[src/rtl/spi_arbiter.sv]
// Round-robin arbiter that shares one single-byte SPI master among NREQ requesters.
// Each grant sequences the master's ready_send/ss handshake under a per-phase watchdog.
module spi_arbiter #(
  parameter int NREQ      = 4,
  parameter int TO_CYCLES = 1024
) (
  input  logic              clk,
  input  logic              rst,
  input  logic [NREQ-1:0]   req,
  input  logic [8*NREQ-1:0] req_data,
  output logic [NREQ-1:0]   gnt,
  output logic [NREQ-1:0]   done,
  output logic              err,
  output logic [7:0]        rdata,
  output logic              busy,
  output logic [7:0]        spi_data_in,
  output logic              spi_ready_send,
  input  logic              spi_ss,
  input  logic [7:0]        spi_data_out
);

  localparam int PW = $clog2(NREQ);
  localparam int CW = $clog2(TO_CYCLES + 1);

  localparam logic [1:0] S_IDLE  = 2'd0;
  localparam logic [1:0] S_START = 2'd1;
  localparam logic [1:0] S_XFER  = 2'd2;
  localparam logic [1:0] S_DONE  = 2'd3;

  logic [1:0]    state;
  logic [PW-1:0] ptr;
  logic [PW-1:0] win;
  logic [PW-1:0] ptr_next;
  logic [PW:0]   scan;
  logic          found;
  logic [NREQ-1:0] win_onehot;
  logic [CW-1:0] wd_cnt;
  logic          wd_expired;

  // First set request scanning upward from the pointer, wrapping at NREQ.
  always_comb begin
    win        = '0;
    scan       = '0;
    found      = 1'b0;
    win_onehot = '0;
    for (int k = 0; k < NREQ; k++) begin
      scan = {1'b0, ptr} + (PW+1)'(k);
      if (scan >= (PW+1)'(NREQ)) scan = scan - (PW+1)'(NREQ);
      if (!found && req[scan[PW-1:0]]) begin
        found = 1'b1;
        win   = scan[PW-1:0];
      end
    end
    win_onehot[win] = 1'b1;
  end

  assign ptr_next   = (win == PW'(NREQ - 1)) ? '0 : win + 1'b1;
  assign wd_expired = (wd_cnt == CW'(TO_CYCLES));

  always_ff @(posedge clk) begin
    if (rst) begin
      state          <= S_IDLE;
      ptr            <= '0;
      wd_cnt         <= '0;
      gnt            <= '0;
      done           <= '0;
      err            <= 1'b0;
      rdata          <= 8'h00;
      busy           <= 1'b0;
      spi_data_in    <= 8'h00;
      spi_ready_send <= 1'b0;
    end else begin
      case (state)
        S_IDLE: begin
          if (found) begin
            state          <= S_START;
            gnt            <= win_onehot;
            spi_data_in    <= req_data[{win, 3'b000} +: 8];
            ptr            <= ptr_next;
            busy           <= 1'b1;
            spi_ready_send <= 1'b1;
            wd_cnt         <= '0;
          end
        end
        S_START: begin
          if (spi_ss) begin
            state          <= S_XFER;
            spi_ready_send <= 1'b0;
            wd_cnt         <= '0;
          end else if (wd_expired) begin
            state          <= S_DONE;
            spi_ready_send <= 1'b0;
            done           <= gnt;
            err            <= 1'b1;
          end else begin
            wd_cnt <= wd_cnt + 1'b1;
          end
        end
        S_XFER: begin
          // An abort leaves rdata holding the last good byte.
          if (!spi_ss) begin
            state <= S_DONE;
            rdata <= spi_data_out;
            done  <= gnt;
            err   <= 1'b0;
          end else if (wd_expired) begin
            state <= S_DONE;
            done  <= gnt;
            err   <= 1'b1;
          end else begin
            wd_cnt <= wd_cnt + 1'b1;
          end
        end
        S_DONE: begin
          state <= S_IDLE;
          gnt   <= '0;
          done  <= '0;
          err   <= 1'b0;
          busy  <= 1'b0;
        end
        default: state <= S_IDLE;
      endcase
    end
  end

endmodule

[config.mk]
export PLATFORM = sky130hd
export DESIGN_NAME = spi_arbiter
export DESIGN_NICKNAME = d
export VERILOG_FILES = /design/src/rtl/spi_arbiter.sv
export SDC_FILE = /design/constraint.sdc
export NUM_CORES = 1
export LEC_CHECK = 0
export BUFFER_PORTS_ARGS = -buffer_cell sky130_fd_sc_hd__buf_2
export CORE_ASPECT_RATIO = 1.4
export CORE_MARGIN = 2
export CORE_UTILIZATION = 55
export CTS_BUF_LIST = sky130_fd_sc_hd__clkbuf_2 sky130_fd_sc_hd__clkbuf_4 sky130_fd_sc_hd__clkbuf_8
export CTS_CLUSTER_DIAMETER = 200
export CTS_CLUSTER_SIZE = 20
export DETAILED_ROUTE_END_ITERATION = 8
export PLACE_DENSITY = 0.95
export SETUP_SLACK_MARGIN = 0.3
export SYNTH_ARGS = -nofsm -noshare
export SYNTH_HDL_FRONTEND = slang
export SYNTH_SLANG_ARGS = --single-unit
[constraint.sdc]
create_clock -name clk -period 3.2 [get_ports clk]
set_input_delay 0.16 -clock clk [delete_from_list [all_inputs] [get_ports clk]]
set_output_delay 0.16 -clock clk [all_outputs]
set_load 0.005 [all_outputs]
==> summary.md, run 1 <==
| Metric | Value |
|---|---|
| Crit path launch type | `flip-flop` |
| Cell area after layout | `0.00269 mm2` |
| Combinational share of power | `28.7%` |
| Leakage power | `1.21 nW` |
| Top cells by area, synth | `dfxtp_1 37%, mux2i_1 8.8%, ha_1 6.1%` |
| Tmin final | `2.33 ns` |
| Maximum vdd ir drop | `0.456 mV` |
| Core Region | `0.00395 mm2` |
| Hold path startpoint | `spi_data_out[2]` |
| Pwr dens | `507 mW/mm2` |
| Routed vias | `2,037` |
| Worst Path Arrival | `2.51 ns` |
| Sw Pwr | `0.428 mW` |
| Clk pwr share | `26.1%` |
| Total grt overflow | `0` |
| Clock Tree Buf Depth | `2` |
| Ports | `74` |
| Die height | `80.1 um` |
| RR Endpoint | `wd_cnt[10]` |
| CTS tree | `built` |
| Syn Inst Count | `245` |
| R2R setup slack | `0.87 ns` |
| Hold Vio Cnt, Final | `0` |
| Filler Cells Inserted | `325` |
| DP HPWL | `3900 um` |
| # diodes | `0` |
| CP cell instances | `inv_1 > ha_1 > nor2b_1 > buf_4 > a211oi_4 > or2b_2 > nor2_1 > a211oi_2` |
| CP top delay family | `simple AND/OR/NAND/NOR gates` |
| Initial Util | `57.5%` |
| Worst Skew | `0.00222 ns` |
| First-pass GRT wire length | `8440 um` |
| Final Util | `68.1%` |
| RR Startpoint | `state[0]` |
| Slowest CP cell | `a211oi_4` |
| Final net count | `371` |
| Cts hold-fix bufs | `0` |
| Most frequent cells after synthesis | `42 x dfxtp_1, 26 x nor2_1, 21 x nand2_1, 20 x mux2i_1, 16 x a21oi_1` |
| Initial antenna violation count | `0` |
| Slew @ Worst Pin | `0.566 ns` |
| Synth top area share | `37.0%` |
| Post-synth ARST share | `0%` |
| RSZ-0062 raised after global routing | `false` |
| Gp weighted congestion | `0.887` |
| Primary FF master, synth | `dfxtp_1` |
| Worst Hold Class | `in -> reg` |
| Post-synthesis sequential area ratio | `37.0%` |
| Max_slew headroom | `62.3%` |
| Final WL | `5100 um` |
| CTS Buf Count | `5` |
| Setup ws final | `0.869 ns` |
| F_max | `429 MHz` |
| Syn avg cell area | `9.28 um2` |
| FF+latch count, synth | `42` |
| Die Area | `0.00467 mm2` |
| R2R depth | `8` |
| CP Max Fanout | `12` |
| Crit path kind | `reg -> reg` |
| Placed instance area | `0.00260 mm2` |
| DRC Markers | `0` |
| Hold WS | `0.0963 ns` |
| Hold Path Stages | `3` |
| GRT Util Overall | `23.2%` |
| Clock Latency Late Sink | `0.29 ns` |
| Count leader, synth | `dfxtp_1` |
| Pint | `0.937 mW` |
| Final Slew Violations | `0` |
| CTS H-tree depth | `2` |
| Post-synth EDFFs | `0` |
| Yosys synthesis warning count | `0` |
| I/O Buffers | `73` |
| # setup viols final | `0` |
| Layout cells sized above 1 | `30.3%` |
| Clk sink count | `42` |
| Clk root buf | `clkbuf_8` |
| Vias in the first global route | `1,964` |
| Final cell count without fillers | `357` |
| Routed len/inst | `14.3 um` |
| Final period util | `72.9%` |
| Setup TNS Final | `0 ns` |
| Max cap viols | `0` |
| Worst EP required | `3.38 ns` |
| Vias/cell | `5.71` |
| Pwr Total | `1.37 mW` |
| Post-Syn Nets | `303` |
| Status | `finished clean` |
| Pre-CTS WS | `0.868 ns` |
| Inst Count DP | `349` |
| Synth cell types | `54` |
| Worst setup EP type | `flip-flop` |
| Sw frac | `31.3%` |
| Core Rows | `27` |
| DR iter-0 viols | `85` |
| Initial DRT Pass Iterations | `4` |
| Area leader, netlist | `dfxtp_1` |
| Die Wd | `58.4 um` |
| Post-CTS setup buffers | `0` |
| Largest net degree at the start of global routing | `34` |
| Seq pwr share | `45.2%` |
| Hold EP | `rdata[2]` |
| Layout area overhead | `18.4%` |
| Post-route ant nets | `0` |
| Buf/Inv on CP | `2` |
| Max stage delay on crit path | `0.48 ns` |
| Syn Std Cell Area | `0.00227 mm2` |
| Post-CTS Resized | `0` |
| CTS clk-pin slew, worst paths | `0.07 ns` |
logic make-up after synthesis:
group                    Yosys count  synth area share [%]
AND/OR/NAND/NOR                   86                  20.2
AO/OA/AOI/OAI                     56                  19.0
flip-flops                        42                  37.0
buffers and inverters             23                  6.22
multiplexers                      21                  9.30
adder cells (fa/ha/maj)           11                  6.05
XOR/XNOR                           6                  2.31
sequential cells by signal, summed over array words and instances, names as in the netlist:
signal          cells
busy                1
wd_cnt             11
gnt                 4
spi_data_in         8
err                 1
done                4
state               2
rdata               8
ptr                 2
spi_ready_send      1
power groups by stage:
stage                     logic, mW  registers (mW)  clock network (mW)
after floorplan               0.282           0.626                   0
after global placement        0.373           0.625                   0
after detailed placement      0.389           0.626                   0
after CTS                     0.396           0.616               0.362
after global routing          0.434           0.624               0.384
final                         0.392           0.617               0.356
layer usage:
metal  track usage, %  part of all wire, %
met2             41.5                   53
met3             6.92                  6.7
met4             9.77                  2.2
met5                0                    0
met1             24.7                   39
cells in the final DEF, fill, tap and decap left out, types with 2 or more instances in the layout:
master	instances
a211oi_1	3
a211oi_2	2
a21oi_1	16
a22o_1	4
a22oi_1	5
and3_1	2
buf_2	73
clkbuf_8	6
dfxtp_1	42
ha_1	11
inv_1	10
mux2i_1	20
nand2_1	21
nand2b_1	4
nand3b_1	8
nand4_1	7
nor2_1	26
nor3_1	2
nor4_1	4
o21ai_0	3
o21ai_1	2
o221ai_1	8
o31ai_1	2
xnor2_1	2
xor2_1	4
worst max path at each step:
stage          startpoint          to  slack (ns)  depth (start not counted)
4_1_cts          state[0]  wd_cnt[10]        0.86                          8
6_report         state[0]  wd_cnt[10]        0.87                          8
3_3_place_gp     state[0]  wd_cnt[10]        1.01                          8
3_5_place_dp     state[0]  wd_cnt[10]        0.87                          8
2_1_floorplan    state[0]  wd_cnt[10]        1.40                          7
5_1_grt          state[0]   wd_cnt[8]        0.71                          8
tightest hold or removal path: stages:
cell and delay [ns]:
buf_2 0.09, nand2_1 0.04, a21oi_1 0.05
final cells by class:
| cell class | count | area, um2 | area share, % |
|---|---|---|---|
| well taps | 43 | 53.8 | 2.00 |
| inverters | 10 | 37.5 | 1.39 |
| clock inverters | 1 | 5.00 | 0.186 |
| flip-flops and latches | 42 | 841 | 31.2 |
| multi-input cells | 180 | 1290 | 48.0 |
| clock buffers | 7 | 90.1 | 3.35 |
| repair buffers | 74 | 373 | 13.8 |
Power figures use the tool's default switching activity.
==> inputs of run 2 (changes only) <==
CORE_UTILIZATION = 52   (was 55)
PLACE_DENSITY = 0.91   (was 0.95)
clock period = 2.25 ns   (was 3.2 ns; I/O delays follow)
==> run 2 against run 1 <==
  * Worst hold slack got worse by 0.049 ns
  * Total power increased by 49%
  * Wire length increased by 16%
  * Register-to-register slack got worse by 0.51 ns
  * Global-route usage increased by 0.41 points
  * Critical path type unchanged
==> summary.md, run 2 (synthesis results as in run 1) <==
| Metric | Value |
|---|---|
| I/O Buffers | `73` |
| Crit path kind | `reg -> reg` |
| CTS clk-pin slew, worst paths | `0.08 ns` |
| GRT Util Overall | `23.6%` |
| Met3 Track Usage GR | `5.76%` |
| # diodes | `0` |
| CP Max Fanout | `5` |
| Worst EP required | `2.49 ns` |
| Hold Vio Cnt, Final | `0` |
| Total grt overflow | `0` |
| Tmin final | `1.89 ns` |
| Vias/cell | `5.88` |
| Max cap viols | `0` |
| RSZ-0062 raised after global routing | `true` |
| Slowest CP cell | `dfxtp_4` |
| Worst Skew | `0.0135 ns` |
| Leakage power | `1.23 nW` |
| Largest register by flop count | `wd_cnt` |
| Crit path launch type | `flip-flop` |
| # setup viols final | `0` |
| Layout cells sized above 1 | `34.3%` |
| Routed len/inst | `16.1 um` |
| Final Util | `66.9%` |
| Die Wd | `59.9 um` |
| Slew @ Worst Pin | `0.493 ns` |
| CTS Buf Count | `5` |
| DRC Markers | `0` |
| Final WL | `5900 um` |
| CP cell instances | `clkinvlp_4 > ha_4 > buf_4 > or2_4 > o211a_4 > a211oi_4 > a22o_1` |
| Post-route ant nets | `0` |
| CTS H-tree depth | `2` |
| Worst setup EP type | `flip-flop` |
| Core Rows | `28` |
| Biggest regs | `wd_cnt x11, rdata x8, spi_data_in x8` |
| Cts hold-fix bufs | `0` |
| Status | `finished clean` |
| Worst Path Arrival | `2.13 ns` |
| Vias in the first global route | `1,998` |
| Gp weighted congestion | `0.873` |
| First-pass GRT wire length | `8810 um` |
| Largest register FFs | `11` |
| CTS tree | `built` |
| Commonest non-fill, non-tap cell in the layout | `buf_2` |
| Pwr Total | `2.03 mW` |
| Initial antenna violation count | `0` |
| Met2 usage in global routing | `42.8%` |
| Most frequent cells in the layout | `73 x buf_2, 41 x dfxtp_1, 26 x nor2_1` |
| Final net count | `378` |
| Largest net degree at the start of global routing | `24` |
| Max_slew headroom | `66.8%` |
| Setup ws final | `0.358 ns` |
| Max stage delay on crit path | `0.38 ns` |
| DP HPWL | `4050 um` |
| Grt met1 use | `24.3%` |
| Final Slew Violations | `0` |
| Routed vias | `2,152` |
| Die Area | `0.00493 mm2` |
| Final period util | `84.1%` |
| Setup TNS Final | `0 ns` |
| Clk sink count | `42` |
| Ports | `74` |
| DR iter-0 viols | `63` |
| Die height | `82.3 um` |
| Worst Hold Class | `in -> reg` |
| Global route hottest layer | `met2` |
| Pre-CTS WS | `0.229 ns` |
| Clk root buf | `clkbuf_8` |
| F_max | `529 MHz` |
| Pwr dens | `721 mW/mm2` |
| Maximum vdd ir drop | `0.514 mV` |
| Initial DRT Pass Iterations | `4` |
| Initial Util | `54.1%` |
| Hold WS | `0.0475 ns` |
| Filler Cells Inserted | `324` |
| Layout area overhead | `23.7%` |
| Clock Latency Late Sink | `0.30 ns` |
| Clock Tree Buf Depth | `2` |
| Core Region | `0.00420 mm2` |
run 2: cell types whose count changed in the layout (fill, tap and decap cells not counted), sizes merged:
| cell | previous run | this run |
|---|---|---|
| buf | 74 | 81 |
| clkinvlp | 0 | 1 |
| inv | 10 | 9 |
run 2: metal layers:
metal	up-vias	routed length, um
li1	1035	-
met1	1010	2220
met2	89	3160
met3	18	346
met4	0	166
met5	-	0
run 2: timing repair:
action | CTS | global route
setup buffers | 0 | 3
endpoints found under the setup margin | 7 | 16
pin swaps | 1 | 4
resized for setup | 3 | 11
run 2: final cells by class:
cell class / instances / area, um2 / area share, %
sequential: 42 / 845 / 30.0
timing repair buffer: 81 / 425 / 15.1
tap: 45 / 56.3 / 2.00
inverter: 10 / 41.3 / 1.47
clock buffer: 7 / 90.1 / 3.20
clock inverter: 1 / 5.00 / 0.178
multi-input combinational: 180 / 1350 / 48.0
run 2: per-stage QoR:
| step | instances | instance area (um2) |
|---|---|---|
| 2_1_floorplan | 245 | 2270 |
| 6_report | 366 | 2810 |
| 5_1_grt | 366 | 2810 |
| 4_1_cts | 363 | 2740 |
| 3_3_place_gp | 355 | 2630 |
| 3_5_place_dp | 355 | 2630 |
run 2: worst paths after layout:
path	startpoint	end	slack (ns)	depth (start not counted)
worst max-delay path	state[0]	done[2]	0.36	7
worst min-delay path	spi_data_out[7]	rdata[7]	0.05	3
worst max register to register	state[0]	done[2]	0.36	7
worst min register to register	rdata[0]	rdata[0]	0.45	2
run 2: power breakdown:
group | internal (mW) | switching, mW | leakage [nW]
registers | 0.825 | 0.0596 | 0.343
logic | 0.289 | 0.339 | 0.833
clock network | 0.260 | 0.256 | 0.0517
run 2: critical path, delay by kind of cell, from the launching register on:
family          cells  cell delay (ns)
compound gates      3             0.71
fa+ha+maj           1             0.19
buf+inv             2             0.27
flops               1             0.38
simple gates        1             0.28
